--- src/rtl/data_memory_pkg.sv ---
// rtl/data_memory_pkg.sv - shared types and constants for the data memory arbiter
package data_memory_pkg;

  typedef enum logic [1:0] {
    IDLE   = 2'd0,
    ACCESS = 2'd1,
    RESP   = 2'd2
  } state_t;

  localparam int         MEM_BYTES_DEFAULT = 32;
  localparam logic [1:0] ALIGN_MASK        = 2'b11;

  // The range test is kept at full 32-bit width so high address bits can't alias into memory.
  function automatic logic addr_err(input logic [31:0] addr, input int mem_bytes);
    return ((addr[1:0] & ALIGN_MASK) != 2'b00) || (addr > 32'(mem_bytes - 4));
  endfunction

endpackage

--- src/rtl/data_memory_arbiter_if.sv ---
// rtl/data_memory_arbiter_if.sv - two requester ports plus the memory-side bus
interface data_memory_arbiter_if;

  logic        p0_req_i;
  logic        p0_we_i;
  logic [31:0] p0_addr_i;
  logic [31:0] p0_wdata_i;
  logic        p0_ack_o;
  logic [31:0] p0_rdata_o;

  logic        p1_req_i;
  logic        p1_we_i;
  logic [31:0] p1_addr_i;
  logic [31:0] p1_wdata_i;
  logic        p1_ack_o;
  logic [31:0] p1_rdata_o;

  logic        err_o;
  logic [31:0] mem_addr_o;
  logic [31:0] mem_wdata_o;
  logic        mem_write_o;
  logic        mem_read_o;
  logic [31:0] mem_rdata_i;

  modport slave (
    input  p0_req_i, p0_we_i, p0_addr_i, p0_wdata_i,
    input  p1_req_i, p1_we_i, p1_addr_i, p1_wdata_i,
    input  mem_rdata_i,
    output p0_ack_o, p0_rdata_o, p1_ack_o, p1_rdata_o,
    output err_o, mem_addr_o, mem_wdata_o, mem_write_o, mem_read_o
  );

  modport master (
    output p0_req_i, p0_we_i, p0_addr_i, p0_wdata_i,
    output p1_req_i, p1_we_i, p1_addr_i, p1_wdata_i,
    output mem_rdata_i,
    input  p0_ack_o, p0_rdata_o, p1_ack_o, p1_rdata_o,
    input  err_o, mem_addr_o, mem_wdata_o, mem_write_o, mem_read_o
  );

endinterface

--- src/rtl/rr_arbiter2.sv ---
// rtl/rr_arbiter2.sv - combinational two-way round-robin arbiter, one-hot grant
module rr_arbiter2 (
  input  logic [1:0] i_req,
  input  logic       i_last_grant,
  output logic [1:0] o_gnt
);

  always_comb begin
    o_gnt = 2'b00;
    if (i_req == 2'b11) begin
      // On a tie the port not granted last time wins.
      o_gnt = i_last_grant ? 2'b01 : 2'b10;
    end else begin
      o_gnt = i_req;
    end
  end

endmodule

--- src/rtl/data_memory_arbiter.sv ---
// rtl/data_memory_arbiter.sv - two-port round-robin sequencer in front of the data memory
module data_memory_arbiter
  import data_memory_pkg::*;
#(
  parameter int MEM_BYTES = MEM_BYTES_DEFAULT
) (
  input  logic                 clk_i,
  input  logic                 rst_i,
  data_memory_arbiter_if.slave bus
);

  state_t      r_state;
  state_t      w_next_state;
  logic        r_last_grant;
  logic        r_winner;
  logic        r_we;
  logic        r_err;
  logic [31:0] r_addr;
  logic [31:0] r_wdata;
  logic [31:0] r_rdata;
  logic [1:0]  w_req;
  logic [1:0]  w_gnt;
  logic        w_sel;
  logic        w_sel_we;
  logic [31:0] w_sel_addr;
  logic [31:0] w_sel_wdata;

  assign w_req = {bus.p1_req_i, bus.p0_req_i};

  rr_arbiter2 u_rr_arbiter2 (
    .i_req        (w_req),
    .i_last_grant (r_last_grant),
    .o_gnt        (w_gnt)
  );

  assign w_sel       = w_gnt[1];
  assign w_sel_we    = w_sel ? bus.p1_we_i    : bus.p0_we_i;
  assign w_sel_addr  = w_sel ? bus.p1_addr_i  : bus.p0_addr_i;
  assign w_sel_wdata = w_sel ? bus.p1_wdata_i : bus.p0_wdata_i;

  always_ff @(posedge clk_i) begin
    if (!rst_i) begin
      r_state <= IDLE;
    end else begin
      r_state <= w_next_state;
    end
  end

  always_comb begin
    w_next_state = r_state;
    case (r_state)
      IDLE:    w_next_state = (w_req != 2'b00) ? ACCESS : IDLE;
      ACCESS:  w_next_state = RESP;
      RESP:    w_next_state = IDLE;
      default: w_next_state = IDLE;
    endcase
  end

  always_ff @(posedge clk_i) begin
    if (!rst_i) begin
      r_last_grant <= 1'b1;
      r_winner     <= 1'b0;
      r_we         <= 1'b0;
      r_err        <= 1'b0;
      r_addr       <= 32'd0;
      r_wdata      <= 32'd0;
      r_rdata      <= 32'd0;
    end else begin
      case (r_state)
        IDLE: begin
          if (w_req != 2'b00) begin
            r_winner <= w_sel;
            r_we     <= w_sel_we;
            r_addr   <= w_sel_addr;
            r_wdata  <= w_sel_wdata;
            r_err    <= addr_err(w_sel_addr, MEM_BYTES);
          end
        end
        ACCESS: begin
          r_rdata <= (!r_we && !r_err) ? bus.mem_rdata_i : 32'd0;
        end
        RESP: begin
          r_last_grant <= r_winner;
        end
        default: ;
      endcase
    end
  end

  // Write strobe is gated by reset so an access aborted mid-ACCESS never commits.
  always_comb begin
    bus.p0_ack_o    = 1'b0;
    bus.p0_rdata_o  = 32'd0;
    bus.p1_ack_o    = 1'b0;
    bus.p1_rdata_o  = 32'd0;
    bus.err_o       = 1'b0;
    bus.mem_addr_o  = 32'd0;
    bus.mem_wdata_o = 32'd0;
    bus.mem_write_o = 1'b0;
    bus.mem_read_o  = 1'b0;
    case (r_state)
      ACCESS: begin
        bus.mem_addr_o  = r_addr;
        bus.mem_wdata_o = r_wdata;
        bus.mem_write_o = r_we & ~r_err & rst_i;
        bus.mem_read_o  = ~r_we & ~r_err;
      end
      RESP: begin
        bus.err_o = r_err;
        if (r_winner) begin
          bus.p1_ack_o   = 1'b1;
          bus.p1_rdata_o = r_rdata;
        end else begin
          bus.p0_ack_o   = 1'b1;
          bus.p0_rdata_o = r_rdata;
        end
      end
      default: ;
    endcase
  end

endmodule

--- src/flat_wrapper.sv ---
// flat-port wrapper written by rule: the top's interface ports become plain ports
module data_memory_arbiter_flat import data_memory_pkg::*;
#(
  parameter int MEM_BYTES = MEM_BYTES_DEFAULT
)
  (clk_i, rst_i, bus_p0_req_i, bus_p0_we_i, bus_p0_addr_i, bus_p0_wdata_i, bus_p1_req_i, bus_p1_we_i, bus_p1_addr_i, bus_p1_wdata_i, bus_mem_rdata_i, bus_p0_ack_o, bus_p0_rdata_o, bus_p1_ack_o, bus_p1_rdata_o, bus_err_o, bus_mem_addr_o, bus_mem_wdata_o, bus_mem_write_o, bus_mem_read_o);
  data_memory_arbiter_if bus_i ();
  input  logic clk_i;
  input  logic rst_i;
  input wire logic [$bits(bus_i.p0_req_i)-1:0] bus_p0_req_i;
  input wire logic [$bits(bus_i.p0_we_i)-1:0] bus_p0_we_i;
  input wire logic [$bits(bus_i.p0_addr_i)-1:0] bus_p0_addr_i;
  input wire logic [$bits(bus_i.p0_wdata_i)-1:0] bus_p0_wdata_i;
  input wire logic [$bits(bus_i.p1_req_i)-1:0] bus_p1_req_i;
  input wire logic [$bits(bus_i.p1_we_i)-1:0] bus_p1_we_i;
  input wire logic [$bits(bus_i.p1_addr_i)-1:0] bus_p1_addr_i;
  input wire logic [$bits(bus_i.p1_wdata_i)-1:0] bus_p1_wdata_i;
  input wire logic [$bits(bus_i.mem_rdata_i)-1:0] bus_mem_rdata_i;
  output wire logic [$bits(bus_i.p0_ack_o)-1:0] bus_p0_ack_o;
  output wire logic [$bits(bus_i.p0_rdata_o)-1:0] bus_p0_rdata_o;
  output wire logic [$bits(bus_i.p1_ack_o)-1:0] bus_p1_ack_o;
  output wire logic [$bits(bus_i.p1_rdata_o)-1:0] bus_p1_rdata_o;
  output wire logic [$bits(bus_i.err_o)-1:0] bus_err_o;
  output wire logic [$bits(bus_i.mem_addr_o)-1:0] bus_mem_addr_o;
  output wire logic [$bits(bus_i.mem_wdata_o)-1:0] bus_mem_wdata_o;
  output wire logic [$bits(bus_i.mem_write_o)-1:0] bus_mem_write_o;
  output wire logic [$bits(bus_i.mem_read_o)-1:0] bus_mem_read_o;
  assign bus_i.p0_req_i = bus_p0_req_i;
  assign bus_i.p0_we_i = bus_p0_we_i;
  assign bus_i.p0_addr_i = bus_p0_addr_i;
  assign bus_i.p0_wdata_i = bus_p0_wdata_i;
  assign bus_i.p1_req_i = bus_p1_req_i;
  assign bus_i.p1_we_i = bus_p1_we_i;
  assign bus_i.p1_addr_i = bus_p1_addr_i;
  assign bus_i.p1_wdata_i = bus_p1_wdata_i;
  assign bus_i.mem_rdata_i = bus_mem_rdata_i;
  assign bus_p0_ack_o = bus_i.p0_ack_o;
  assign bus_p0_rdata_o = bus_i.p0_rdata_o;
  assign bus_p1_ack_o = bus_i.p1_ack_o;
  assign bus_p1_rdata_o = bus_i.p1_rdata_o;
  assign bus_err_o = bus_i.err_o;
  assign bus_mem_addr_o = bus_i.mem_addr_o;
  assign bus_mem_wdata_o = bus_i.mem_wdata_o;
  assign bus_mem_write_o = bus_i.mem_write_o;
  assign bus_mem_read_o = bus_i.mem_read_o;
  data_memory_arbiter #(.MEM_BYTES(MEM_BYTES)) u_core (.clk_i(clk_i), .rst_i(rst_i), .bus(bus_i));
endmodule
--- config.mk ---
export PLATFORM = sky130hd
export DESIGN_NAME = data_memory_arbiter_flat
export DESIGN_NICKNAME = d
export VERILOG_FILES = /design/src/rtl/data_memory_pkg.sv /design/src/rtl/data_memory_arbiter_if.sv /design/src/rtl/rr_arbiter2.sv /design/src/rtl/data_memory_arbiter.sv /design/src/flat_wrapper.sv
export SDC_FILE = /design/constraint.sdc
export NUM_CORES = 1
export LEC_CHECK = 0
export BUFFER_PORTS_ARGS = -buffer_cell sky130_fd_sc_hd__buf_2
export CAP_MARGIN = 20
export CORE_MARGIN = 3
export CORE_UTILIZATION = 45
export CTS_CLUSTER_SIZE = 28
export DETAILED_ROUTE_END_ITERATION = 12
export MAX_ROUTING_LAYER = met4
export PLACE_DENSITY = 0.8
export REMOVE_ABC_BUFFERS = 1
export SYNTH_ARGS = -nofsm -noshare
export SYNTH_HDL_FRONTEND = slang
export SYNTH_HIERARCHICAL = 1
export SYNTH_SLANG_ARGS = --single-unit
--- constraint.sdc ---
create_clock -name clk_i -period 2.1 [get_ports clk_i]
set_clock_uncertainty 0.2 [all_clocks]
set_input_delay 0.315 -clock clk_i [delete_from_list [all_inputs] [get_ports clk_i]]
set_output_delay 0.315 -clock clk_i [all_outputs]
set_load 0.005 [all_outputs]
### Word level (Yosys, flattened, before mapping)

Index checks and enable logic that the tools add are counted.

* bits in registers: 102
* input port bits: 166
* output and inout bits: 133
* word-level logic and storage cells: 46

* order comparisons: 1
* eq/ne operators: 3
* muxes and demuxes: 21
* bitwise logic cells: 5
* reductions and logical operators: 8

Operators with widths (count)
* $mux 32: 9
* $gt 32x5->1 const B: 1
* $mux 1: 9
* $eq 2x2->1 const B: 2
* $mux 2: 2
* $pmux 2 s2: 1
* $reduce_bool 2->1: 2
* $and 1x1->1: 3
* $eq 2x1->1 const B: 1
* $logic_not 1->1: 2
* $logic_not 2->1: 1
* $not 1->1: 2
* $reduce_and 2->1: 1
* $logic_and 1x1->1: 1
* $logic_or 1x1->1: 1

### Logic depth before layout (Yosys ltp)

* word-level depth: 5
* depth in mapped cells: 7
* depth with buffers taken out: 5

### Cells and area by module

The synthesis kept the hierarchy.

Modules (own cells, without submodules)
* data_memory_arbiter: instances 1, cells an instance 588, area each 5335.1 um2, seq. area each 2042.0 um2
* rr_arbiter2: instances 1, cells an instance 3, area each 18.8 um2, seq. area each 0.0 um2

### Least setup slack after synthesis

No wires, ideal clock.

* path type: input port to flip-flop
* from: input bus_p1_req_i
* to: register u_core.r_addr[27]
* data arrival time: 1.383 ns
* data required time: 1.784 ns
* slack: 0.401 ns
* stages: 7
* path buffers: 3
* cell sequence: a21boi_0 -> clkbuf_1 -> buf_4 -> buf_4 -> mux2i_1 -> nand2_1 -> o211a_1

* word-level cells in the longest chain between the ends: 3

RTL lines
* start: declaration: RTL line flat_wrapper.sv:14 `input wire logic [$bits(bus_i.p1_req_i)-1:0] bus_p1_req_i;`
* $eq 2x2->1: RTL line rr_arbiter2.sv:10 `if (i_req == 2'b11) begin`
* $mux 2: RTL line rr_arbiter2.sv:10
* $mux 32: RTL line data_memory_arbiter.sv:38 `assign w_sel_addr = w_sel ? bus.p1_addr_i : bus.p0_addr_i;`
* end signal: assignment: RTL line data_memory_arbiter.sv:74 `r_addr <= w_sel_addr;`
* end: declaration: RTL line data_memory_arbiter.sv:18 `logic [31:0] r_addr;`

Parallel ways exist; a longest one is shown, timed or not.
A chain may end at the register's enable or synchronous reset.

### Final worst setup path

* from: register u_core.r_state[0]
* to: output bus_p1_rdata_o[5]

* word-level cells in the longest chain between the ends: 2

RTL lines
* start: declaration: RTL line data_memory_arbiter.sv:12 `state_t r_state;`
* start signal: assignment: RTL line data_memory_arbiter.sv:45 `r_state <= w_next_state;`
* $eq 2x2->1: RTL line data_memory_arbiter.sv:101 `case (r_state)`
* $mux 32: RTL line data_memory_arbiter.sv:101
* end: declaration: RTL line flat_wrapper.sv:22 `output wire logic [$bits(bus_i.p1_rdata_o)-1:0] bus_p1_rdata_o;`

Every way passes these cells.

==> impl_metrics.toml <==
[finish]
fin_nets = 1032
areaGrowthSynthToFinish_pct = 39.1
finish.instance_area_um2 = 7430
final_instance_count_without_filler_cells = 1013
antennaDiodeCount = 0
ratio_of_cells_with_drive_above_1_in_the_final_layout_pct = 39.4

[cts]
clock_latency_ns = 0.33
tritoncts = "done"
cts.repair_timing.setup_buffer_count = 0
cts-buffers-inserted = 9
cts_root_buf = "sky130_fd_sc_hd__clkbuf_16"
cts.clk_slew.worst_paths_ns = 0.07
clk_path_buf_depth = 2
clkSinkCount = 102
cts.htree.levels = 3

[placement]
place.gp.congestion = 0.813
detailedPlacementHpwl_um = 11400
numPlacedInstances = 995
port-buffer-count = 298
dpl-instance-area_um2 = 7050

[timing]
max-slew-margin-rel_pct = 66.3
actual_transition_at_the_worst_max_transition_pin_ns = 0.501
period_minus_slack_ns = 2.00
fmaxAchievable_mhz = 501
setup_tns_ns = 0
setup_viol_count_final = 0
final_max_slew_viol_count = 0
final_cycle_utilization_of_the_critical_path_pct = 95.0
hold_viol_final = 0
rsz0062_at_grt = "false"

[critical_path]
crit_family = "simple AND/OR/NAND/NOR gates"
slowest_delay_ns = 0.35
path_max_fanout = 8
worst_r2r_path_depth = 5
worst_setup_path_start_kind = "flop"
r2r_slack_ns = 0.41
timing.critical_path.required_ns = 1.58
timing.critical_path.buf_inv = 2
worstSetupStartpoint = "u_core/r_state[0]$_SDFF_PN0_"
cells_along_the_critical_path = "nand2b_4 -> nor2_4 -> clkbuf_16 -> and2_1 -> buf_2"
regToRegStartpoint = "u_core/r_last_grant$_SDFFE_PN1P_"
r2r-end = "u_core/r_wdata[27]$_SDFFE_PN0P_"
cp.arrival_ns = 1.48
criticalPathCategory = "flop to primary output"
cp_slowest_cell = "sky130_fd_sc_hd__dfxtp_2"
timing.critical_path.to_type = "primary output"

[global_route]
grt.met2_usage_pct = 37.6
busiest_grt_layer = "met2"
grt_antenna_before_repair = 0
grt_start_max_net_pins = 65
wire_length_of_the_first_global_routing_pass_um = 22800
grt_overflow = 0
first_global_vias = 4729
gr-usage-all-layers_pct = 22.2
globalRouteMet1Util_pct = 25.7
groute.layer.met3.usage_pct = 4.89

[synth]
synthesis.instances = 589
synth.yosys.warnings = 6
post_synth.cell_area_avg_um2 = 9.07
mappedNetlistArea_um2 = 5340

[routing]
detail_route.wirelength_um = 15500
via_count = 5126
routed_via_density = 5.06
remaining_drc_errors = 0
initial_drt_pass_iterations = 5
post_route_ant_nets = 0
final_routed_wire_length_divided_by_cell_count_um = 15.3
drt_iter0_drc = 219

[die]
floorplan.initialDensity_pct = 46.4
dieWidth_um = 115
core-area_um2 = 11500
die-height_um = 115
design.die.area_um2 = 13200
io_pins = 299
rows = 39

[pwr]
power_density_nw_per_um2 = 653
ir_worst_vdd_v = 0.000349
totalPowerFinal_uw = 4850
power_leakage_uw = 0.00416

[status]
status = "finished clean"

[min_path]
timing.hold.worst.start = "bus_mem_rdata_i[28]"
hold_end = "u_core/r_rdata[28]$_SDFFE_PN0P_"
worstHoldPathCells = 3
hold_class = "input pin to flop"

[flow_run]
cap_viol_max_count = 0
==> worst min-delay path: cells and delay by family <==
kind                   cells  cell delay, ns
buffers and inverters      1            0.07
AND/OR/NAND/NOR            1            0.09
AO/OA/AOI/OAI              1            0.05
==> cells in the final DEF (no fill, tap or decap), types with 2 or more instances in the layout <==
cell type,instances
sky130_fd_sc_hd__a21oi_1,2
sky130_fd_sc_hd__a22oi_1,32
sky130_fd_sc_hd__and2_1,130
sky130_fd_sc_hd__buf_12,9
sky130_fd_sc_hd__buf_2,298
sky130_fd_sc_hd__buf_4,9
sky130_fd_sc_hd__clkbuf_16,11
sky130_fd_sc_hd__clkinvlp_4,2
sky130_fd_sc_hd__dfxtp_1,100
sky130_fd_sc_hd__dfxtp_2,2
sky130_fd_sc_hd__inv_1,2
sky130_fd_sc_hd__mux2i_1,66
sky130_fd_sc_hd__nand2_1,69
sky130_fd_sc_hd__nand4_1,3
sky130_fd_sc_hd__nor2_1,5
sky130_fd_sc_hd__nor2b_1,32
sky130_fd_sc_hd__nor3_4,2
sky130_fd_sc_hd__nor4_1,13
sky130_fd_sc_hd__o211a_1,65
sky130_fd_sc_hd__o21ai_0,2
==> state kept, by name, indices dropped and copies added, names as in the netlist <==
| register | flops |
|---|---|
| u_core/r_err | 1 |
| u_core/r_addr | 32 |
| u_core/r_we | 1 |
| u_core/r_state | 2 |
| u_core/r_rdata | 32 |
| u_core/r_wdata | 32 |
| u_core/r_winner | 1 |
| u_core/r_last_grant | 1 |
==> how the worst max path moves through the flow <==
| stage | slack [ns] | endpoint | cells after the start |
|---|---|---|---|
| final | 0.10 | bus_p1_rdata_o[5] | 5 |
| after detailed placement | 0.30 | bus_p1_rdata_o[30] | 5 |
| after CTS | 0.02 | bus_p0_rdata_o[9] | 5 |
| after global placement | 0.34 | u_core/r_err$_SDFFE_PN0P_ | 6 |
| after global routing | 0.02 | bus_p1_rdata_o[30] | 5 |
| after floorplan | -6.38 | u_core/r_addr[0]$_SDFFE_PN0P_ | 4 |
==> where the power goes <==
group | total, uW | internal (uW) | switching (uW)
Clock | 1670 | 952 | 714
Sequential | 2220 | 2120 | 97.9
Combinational | 973 | 499 | 473
Total | 4850 | 3570 | 1290
==> per-stage QoR <==
step                utilization (%)  hold WS (ns)  setup slack [ns]
finish                         64.5        0.0335             0.105
global placement               61.2         0.271             0.339
floorplan                         -         0.177             -6.38
global route                   64.5        0.0445            0.0167
CTS                            63.8        0.0251            0.0193
detailed placement             61.2         0.278             0.295
==> area by class of cell <==
type,instances,area [um2]
timing repair buffer,319,1800
multi-input combinational,432,3100
clock inverter,5,58.8
clock buffer,10,239
fill,1007,4090
inverter,2,7.51
sequential,102,2040
tap,143,179
==> what timing repair did <==
item | in CTS | in global routing
hold buffers | 0 | 0
gates resized for setup | 2 | 5
cloned | 0 | 3
pin swaps | 0 | 0
endpoints found under the setup margin | 64 | 128
==> layer usage <==
layer  wire length, um  part of all wire [%]  vias to the layer above
met4               317                   2.0                        0
met5                 0                     0                        -
met2              7680                    50                      202
met1              6340                    41                     2304
met3              1140                   7.3                       22
li1                  -                     -                     2598
Note: power is estimated with default switching activity, not from simulation.
